`src/rtl/control_sequencer.sv`:
```
// Multicycle control sequencer: owns the 4-bit state register consumed by the control
// decoder, and reports instruction boundaries, illegal opcodes, halt and retired count.
module control_sequencer #(
   parameter int unsigned COUNT_W = 16,
   parameter logic [5:0]  HALT_OP = 6'b111111
) (
   input  logic               clk,
   input  logic               rst_n,
   input  logic               run,
   input  logic [5:0]         opcode,
   input  logic               memReady,
   output logic [3:0]         state,
   output logic               instrDone,
   output logic               illegalOp,
   output logic               halted,
   output logic [COUNT_W-1:0] instrCount
);

   // Encoding is shared with the control decoder and must not change.
   typedef enum logic [3:0] {
      INSTRUCTION_FETCH    = 4'd0,
      REGISTER_FETCH       = 4'd1,
      ALU_R3               = 4'd2,
      ALU_RI3              = 4'd3,
      ALU_WB               = 4'd4,
      BRANCH3              = 4'd5,
      MEM_REF3             = 4'd6,
      LOAD4                = 4'd7,
      STORE4               = 4'd8,
      LOAD5                = 4'd9,
      JUMP3                = 4'd10,
      IMMEDIATE_INJECTION2 = 4'd11,
      HALT                 = 4'd12,
      IDLE                 = 4'd13
   } state_t;

   state_t             state_q;
   state_t             state_d;
   state_t             resume_state;
   logic               done_d;
   logic               done_q;
   logic               illegal_d;
   logic               illegal_q;
   logic               halted_q;
   logic [COUNT_W-1:0] count_q;

   // Where a completed instruction goes: straight into the next fetch, or park in IDLE.
   always_comb begin
      if (run) begin
         resume_state = INSTRUCTION_FETCH;
      end else begin
         resume_state = IDLE;
      end
   end

   // Next-state and completion decode.
   always_comb begin
      state_d   = state_q;
      done_d    = 1'b0;
      illegal_d = 1'b0;
      case (state_q)
         IDLE: begin
            if (run) begin
               state_d = INSTRUCTION_FETCH;
            end else begin
               state_d = IDLE;
            end
         end
         INSTRUCTION_FETCH: state_d = REGISTER_FETCH;
         REGISTER_FETCH: begin
            if (opcode == HALT_OP) begin
               state_d = HALT;
               done_d  = 1'b1;
            end else begin
               case (opcode[5:4])
                  2'b00:   state_d = ALU_R3;
                  2'b01:   state_d = ALU_RI3;
                  2'b10:   state_d = IMMEDIATE_INJECTION2;
                  default: begin
                     case (opcode[3:0])
                        4'b0000: state_d = MEM_REF3;
                        4'b0001: state_d = MEM_REF3;
                        4'b0010: state_d = BRANCH3;
                        4'b0011: state_d = JUMP3;
                        default: begin
                           state_d   = resume_state;
                           done_d    = 1'b1;
                           illegal_d = 1'b1;
                        end
                     endcase
                  end
               endcase
            end
         end
         ALU_R3:  state_d = ALU_WB;
         ALU_RI3: state_d = ALU_WB;
         ALU_WB, BRANCH3, JUMP3, IMMEDIATE_INJECTION2, LOAD5: begin
            state_d = resume_state;
            done_d  = 1'b1;
         end
         // IR stays stable for the whole instruction, so opcode[0] is re-read here.
         MEM_REF3: begin
            if (opcode[0]) begin
               state_d = STORE4;
            end else begin
               state_d = LOAD4;
            end
         end
         LOAD4: begin
            if (memReady) begin
               state_d = LOAD5;
            end else begin
               state_d = LOAD4;
            end
         end
         STORE4: begin
            if (memReady) begin
               state_d = resume_state;
               done_d  = 1'b1;
            end else begin
               state_d = STORE4;
            end
         end
         HALT:    state_d = HALT;
         default: state_d = IDLE;
      endcase
   end

   // State and status registers; status pulses line up with the state they lead into.
   always_ff @(posedge clk or negedge rst_n) begin
      if (!rst_n) begin
         state_q   <= IDLE;
         done_q    <= 1'b0;
         illegal_q <= 1'b0;
         halted_q  <= 1'b0;
         count_q   <= {COUNT_W{1'b0}};
      end else begin
         state_q   <= state_d;
         done_q    <= done_d;
         illegal_q <= illegal_d;
         halted_q  <= (state_d == HALT);
         if (done_d) begin
            count_q <= count_q + {{(COUNT_W-1){1'b0}}, 1'b1};
         end else begin
            count_q <= count_q;
         end
      end
   end

   assign state      = state_q;
   assign instrDone  = done_q;
   assign illegalOp  = illegal_q;
   assign halted     = halted_q;
   assign instrCount = count_q;

endmodule
```
`config.mk`:
```
export PLATFORM = sky130hd
export DESIGN_NAME = control_sequencer
export DESIGN_NICKNAME = d
export VERILOG_FILES = /design/src/rtl/control_sequencer.sv
export SDC_FILE = /design/constraint.sdc
export NUM_CORES = 1
export LEC_CHECK = 0
export ABC_CLOCK_PERIOD_IN_PS = 2300
export BUFFER_PORTS_ARGS = -buffer_cell sky130_fd_sc_hd__clkbuf_2
export CAP_MARGIN = 20
export CORE_UTILIZATION = 35
export DETAILED_ROUTE_END_ITERATION = 6
export PLACE_DENSITY_LB_ADDON = 0.12
export SLEW_MARGIN = 10
export SYNTH_ARGS = -nofsm -noshare
export SYNTH_HDL_FRONTEND = slang
export SYNTH_SLANG_ARGS = --single-unit
```
`constraint.sdc`:
```
create_clock -name clk -period 2.3 [get_ports clk]
set_input_delay 0.23 -clock clk [delete_from_list [all_inputs] [get_ports clk]]
set_output_delay 0.23 -clock clk [all_outputs]
set_load 0.05 [all_outputs]
```
==> out/qor.txt, run 1 <==
Final period util: 0.853
Slew Limit Headroom: 0.619
Mapped Area: 1270 um2
drt wl/cell: 12.7 um
CTS root buffer: clkbuf_4
CTS tree: done
total CTS buffers: 3
Total Wirelength: 2570 um
initial antenna violation count: 0
# IOs: 33
CP max-delay cell: dfstp_2
vias in the first global route: 1011
VDD IR max: 0.681 mV
largest net degree at the start of global routing: 24
Net count, final: 170
PortBufs: 32
fmax: 0.510 GHz
RD Place Congestion: 0.838
clk_skew: 0.00549 ns
Ys Warns: 0
setup TNS: 0 ns
unrepaired setup endpoints after global routing: no
Cell Pwr Density: 1250 nW/um2
clock slew at reported path FFs: 0.13 ns
Internal Dissipation: 910 uW
Row Count: 21
worst-margin pin slew: 0.571 ns
total congestion overflow: 0
min Tclk post-route: 1.96 ns
cells after synthesis: 123
worst-path fanout max: 12
Comb power frac: 0.524
Max Slew Vio Count: 0
library cells used by synthesis: 39
Layout Area Growth over Synthesis: 18.4%
static leakage: 0.000707 uW
WP data required: 2.51 ns
DRC viols: 0
Diodes inserted: 0
worst path cell trace: or2b_1 -> o22a_4 -> a211oi_4 -> nand4_1 -> xnor2_1
placed insts: 197
final hold violation count: 0
critical path launch point type: flop
GRT Overall Usage: 0.147
Final Instance Count excl. Fillers: 202
Worst Path Arrival: 2.18 ns
die outline width: 62.3 um
power share of the clock group: 0.099
final setup violation count: 0
Clock Latency Late Sink: 0.31 ns
Clock Tree Buf Depth: 2
hpwl dp: 1950 um
Detail Route Antenna Nets: 0
total core area: 3420 um2
layout cells sized above 1: 0.295
die span in y: 62.3 um
global-route wire length before repair: 4570 um
FF+latch count, synth: 23
endpoint type of the worst setup path: flop
vias per inst: 5.05
sw frac: 0.516
Psw: 970 uW
Hold Path Class: input port to flop
syn nets: 136
Critical Path Max Stage Delay: 0.67 ns
post-CTS sizing: 0
mean post-synth cell area: 10.4 um2
CTS Sinks: 23
number of DRC markers in iteration 0: 30
total number of vias: 1020
outcome: completed
H-tree levels: 1
Initial Utilization: 0.373
critical path class: flop to flop
Flop pwr share: 0.377
drt pass-1 iters: 4
Die ar.: 3880 um2
register area share after synthesis: 0.455
max_cap viols: 0
==> cells in the mapped netlist <==
cell,count,share of area
a2111oi_0,1,0.0069
a211oi_1,1,0.0059
a211oi_4,1,0.016
a21oi_1,5,0.020
a21oi_2,1,0.0069
a2bb2oi_1,1,0.0069
a31oi_1,1,0.0049
and2_1,1,0.0049
and3_1,2,0.0098
and3b_1,1,0.0069
and4_1,2,0.014
buf_2,2,0.0079
buf_6,1,0.0088
clkbuf_1,2,0.0059
dfrtp_1,20,0.39
dfstp_2,3,0.062
ha_1,3,0.029
inv_1,5,0.015
mux2_2,1,0.0088
mux2i_1,1,0.0079
nand2_1,12,0.035
nand2b_1,2,0.0098
nand3_1,8,0.031
nand3b_4,1,0.016
nand4_1,3,0.015
nor2_1,7,0.021
nor2b_1,2,0.0098
nor3_1,2,0.0079
nor4_1,2,0.0098
nor4b_4,1,0.019
o2111ai_1,1,0.0069
o211ai_1,1,0.0059
o21ai_0,4,0.016
o221ai_1,3,0.021
o22a_4,1,0.014
o311ai_0,1,0.0069
or2b_1,1,0.0059
xnor2_1,14,0.096
xor2_1,2,0.014
==> flip-flops by register name, summed over array words and instances, names as in the netlist <==
signal      flops
state           4
illegalOp       1
instrCount     16
instrDone       1
halted          1
==> per-stage QoR <==
stage	area [um2]	setup slack, ns	hold WS [ns]	power (uW)	util
finish	1510	0.337	0.340	1880	0.441
detailed placement	1470	0.337	0.252	1710	0.430
CTS	1510	0.332	0.326	1900	0.441
global placement	1470	0.384	0.248	1690	0.430
floorplan	1270	0.234	-0.0656	1490	-
global route	1510	0.210	0.338	2010	0.441
==> power by group through the flow <==
stage	sequential [uW]	clock (uW)	combinational [uW]
floorplan	1000	0	490
global placement	707	0	985
detailed placement	717	0	991
CTS	708	197	996
global route	733	222	1060
finish	709	186	985
==> worst paths after layout <==
check	endpoint	start	depth (start not counted)	slack, ns
worst max register to register	instrCount[15]	state[2]	5	0.34
min in group asynchronous	instrCount[12]	rst_n	2	0.43
worst min-delay path	state[0]	run	4	0.34
max in group asynchronous	state[2]	rst_n	2	1.50
worst min register to register	instrCount[15]	instrCount[15]	1	0.48
worst max-delay path	instrCount[15]	state[2]	5	0.34
==> critical path, delay by kind of cell, from the launching register on <==
kind            cells  cell delay, ns
flops               1            0.67
xor+xnor            1            0.15
compound gates      2            0.61
simple gates        2            0.44
==> cell type report <==
type	count	area [um2]
flip-flops and latches	23	579
multi-input cells	90	647
fillers	360	1910
well taps	46	57.6
clock buffers	3	22.5
clock inverters	1	5.00
repair buffers	34	178
inverters	5	18.8
==> cells by family (layout without fill, tap and decap cells) <==
kind of cell | Yosys count | after routing | share of synthesized area
muxes | 2 | 2 | 0.0167
and+or+nand+nor | 47 | 47 | 0.215
buffers and inverters | 10 | 43 | 0.0373
adders and majority gates | 3 | 3 | 0.0295
AOI/OAI and AO/OA | 22 | 22 | 0.137
DFF | 23 | 23 | 0.455
xor gates and xnor gates | 16 | 16 | 0.110
==> cells in the final DEF, fill, tap and decap left out, types with 4 or more instances in the layout <==
master	instances
nand2_1	12
a21oi_1	5
nor2_1	7
xnor2_1	14
inv_1	5
nand3_1	8
clkbuf_2	32
o21ai_0	4
dfrtp_1	20
==> metal layers <==
layer,up-vias,part of all wire,wire [um],track usage
li1,501,-,-,-
met3,6,0.045,116,0.0441
met1,484,0.49,1250,0.189
met5,-,0,0,0
met4,0,0.016,40,0.0494
met2,29,0.45,1150,0.235
==> repair_timing <==
action,CTS,global route
hold buffers,1,0
endpoints found under the hold margin,20,0
setup buffers,0,0
setup endpoints to repair,0,0
No activity file was read; power rests on OpenSTA's default activity.
==> inputs of run 2 (changes only) <==
ABC_CLOCK_PERIOD_IN_PS = 2020   (was 2300)
CORE_UTILIZATION = 50   (was 35)
clock period = 2.02 ns   (was 2.3 ns; I/O delays follow)
==> run 2 against run 1 <==
Flip-flop and latch count unchanged; sequential power is 6.1% higher; routed wire length shrank 8.1%; register-to-register slack got worse by 0.15 ns; final cell count fell by 7.9%; die area down 29%; worst setup slack worse by 0.15 ns; non-clock buffer count increased by 2; clock skew increased by 0.0053 ns; via count grew 0.69%; largest cell class unchanged.
==> out/qor.txt, run 2 (synthesis results as in run 1) <==
Flop pwr share: 0.348
CP startpoint: state[2]
CTS Sinks: 23
Min-Delay Startpoint: run
Clock Tree Buf Depth: 2
power share of the clock group: 0.097
DRC viols: 0
max_cap viols: 0
min Tclk post-route: 1.83 ns
hpwl dp: 1770 um
Final Instance Count excl. Fillers: 186
RD Place Congestion: 0.859
fin util: 0.653
GRT busiest layer: met2
initial antenna violation count: 0
Hold Path Class: input port to flop
Max Slew Vio Count: 0
WP data required: 2.24 ns
total congestion overflow: 0
layout cells sized above 1: 0.304
Internal Dissipation: 1060 uW
PortBufs: 32
global-route wire length before repair: 3950 um
filler instances: 190
max reg flops: 16
Net count, final: 172
Layout Area Growth over Synthesis: 17.8%
Clock Latency Late Sink: 0.31 ns
static leakage: 0.000716 uW
global-route met3 utilization: 0.0522
GRT Overall Usage: 0.197
die span in y: 52.5 um
Slew Limit Headroom: 0.627
clk_skew: 0.0108 ns
setup TNS: 0 ns
total CTS buffers: 3
Cell Pwr Density: 1440 nW/um2
total number of vias: 1027
Final period util: 0.905
total core area: 2300 um2
crit path capture: instrCount[15]
clock slew at reported path FFs: 0.13 ns
most common cell after layout, fill and taps aside: clkbuf_2
die outline width: 52.5 um
unrepaired setup endpoints after global routing: no
worst reg2reg path endpoint: instrCount[15]
sw frac: 0.509
worst-margin pin slew: 0.559 ns
Worst Path Arrival: 2.05 ns
drt pass-1 iters: 4
vias in the first global route: 888
final setup violation count: 0
critical path class: flop to flop
number of DRC markers in iteration 0: 15
GRT met1 Usage: 0.283
most frequent cells in the layout: 32 x clkbuf_2, 20 x dfrtp_1, 14 x xnor2_1
outcome: completed
final hold violation count: 0
Post-CTS Setup Bufs: 0
Psw: 1100 uW
r2r worst-path depth: 6
worst-path fanout max: 10
CTS root buffer: clkbuf_4
global routing usage on met2: 0.291
H-tree levels: 1
fmax: 0.547 GHz
# IOs: 33
placed cell areas: 1460 um2
Row Count: 17
drt wl/cell: 12.7 um
flop-to-flop setup slack: 0.19 ns
post-route cell area: 1500 um2
vias per inst: 5.52
Total Wirelength: 2360 um
Comb power frac: 0.555
CTS tree: done
placed insts: 181
VDD IR max: 1.15 mV
critical path launch point type: flop
Die ar.: 2750 um2
endpoint type of the worst setup path: flop
Initial Utilization: 0.554
Detail Route Antenna Nets: 0
largest net degree at the start of global routing: 24
Diodes inserted: 0
RR Startpoint: state[2]
==> run 2: changes by cell type in the layout (fill, tap and decap cells not counted), sizes merged <==
| cell | delta |
|---|---|
| buf | +2 |
==> run 2: layer usage <==
metal	up-vias	share of wire
met4	0	0.0051
met5	-	0
met2	41	0.44
met1	477	0.50
met3	2	0.062
li1	507	-
==> run 2: worst min path at each step <==
stage / end / slack, ns / cells after the start
finish: state[2] / 0.28 / 4
global route: state[2] / 0.29 / 4
CTS: state[2] / 0.27 / 4
detailed placement: instrCount[12] / 0.22 / 1
global placement: halted / 0.22 / 1
floorplan: halted / -0.09 / 0
==> run 2: cell type report <==
| type | count | area [um2] | area share |
|---|---|---|---|
| clock inverter | 1 | 5.00 | 0.00334 |
| clock buffer | 3 | 22.5 | 0.0150 |
| sequential | 23 | 579 | 0.386 |
| multi-input combinational | 90 | 647 | 0.431 |
| tap | 28 | 35.0 | 0.0234 |
| inverter | 5 | 18.8 | 0.0125 |
| timing repair buffer | 36 | 193 | 0.128 |
==> run 2: critical path: stages (launching register included) <==
cell      delay, ns
dfstp_2        0.39
buf_4          0.16
nor4b_4        0.34
nand3b_4       0.15
a211oi_4       0.37
nand4_1        0.16
xnor2_1        0.15
==> run 2: power by group through the flow <==
stage	registers (uW)	logic (uW)	clock network, uW
floorplan	1150	571	0
global placement	751	1190	0
detailed placement	761	1200	0
CTS	753	1210	221
global route	774	1290	237
finish	752	1200	209
==> run 2: per-stage QoR <==
| stage | setup slack (ns) | hold slack [ns] | power [uW] |
|---|---|---|---|
| after floorplan | -0.0102 | -0.0936 | 1720 |
| after CTS | 0.187 | 0.273 | 2180 |
| final | 0.192 | 0.284 | 2160 |
| after global placement | 0.251 | 0.216 | 1940 |
| after detailed placement | 0.186 | 0.217 | 1960 |
| after global routing | 0.0831 | 0.293 | 2300 |
==> run 2: what timing repair did <==
action / in CTS / in global routing
gates resized for setup: 0 / 0
hold buffers: 1 / 0
hold endpoints to repair: 20 / 0
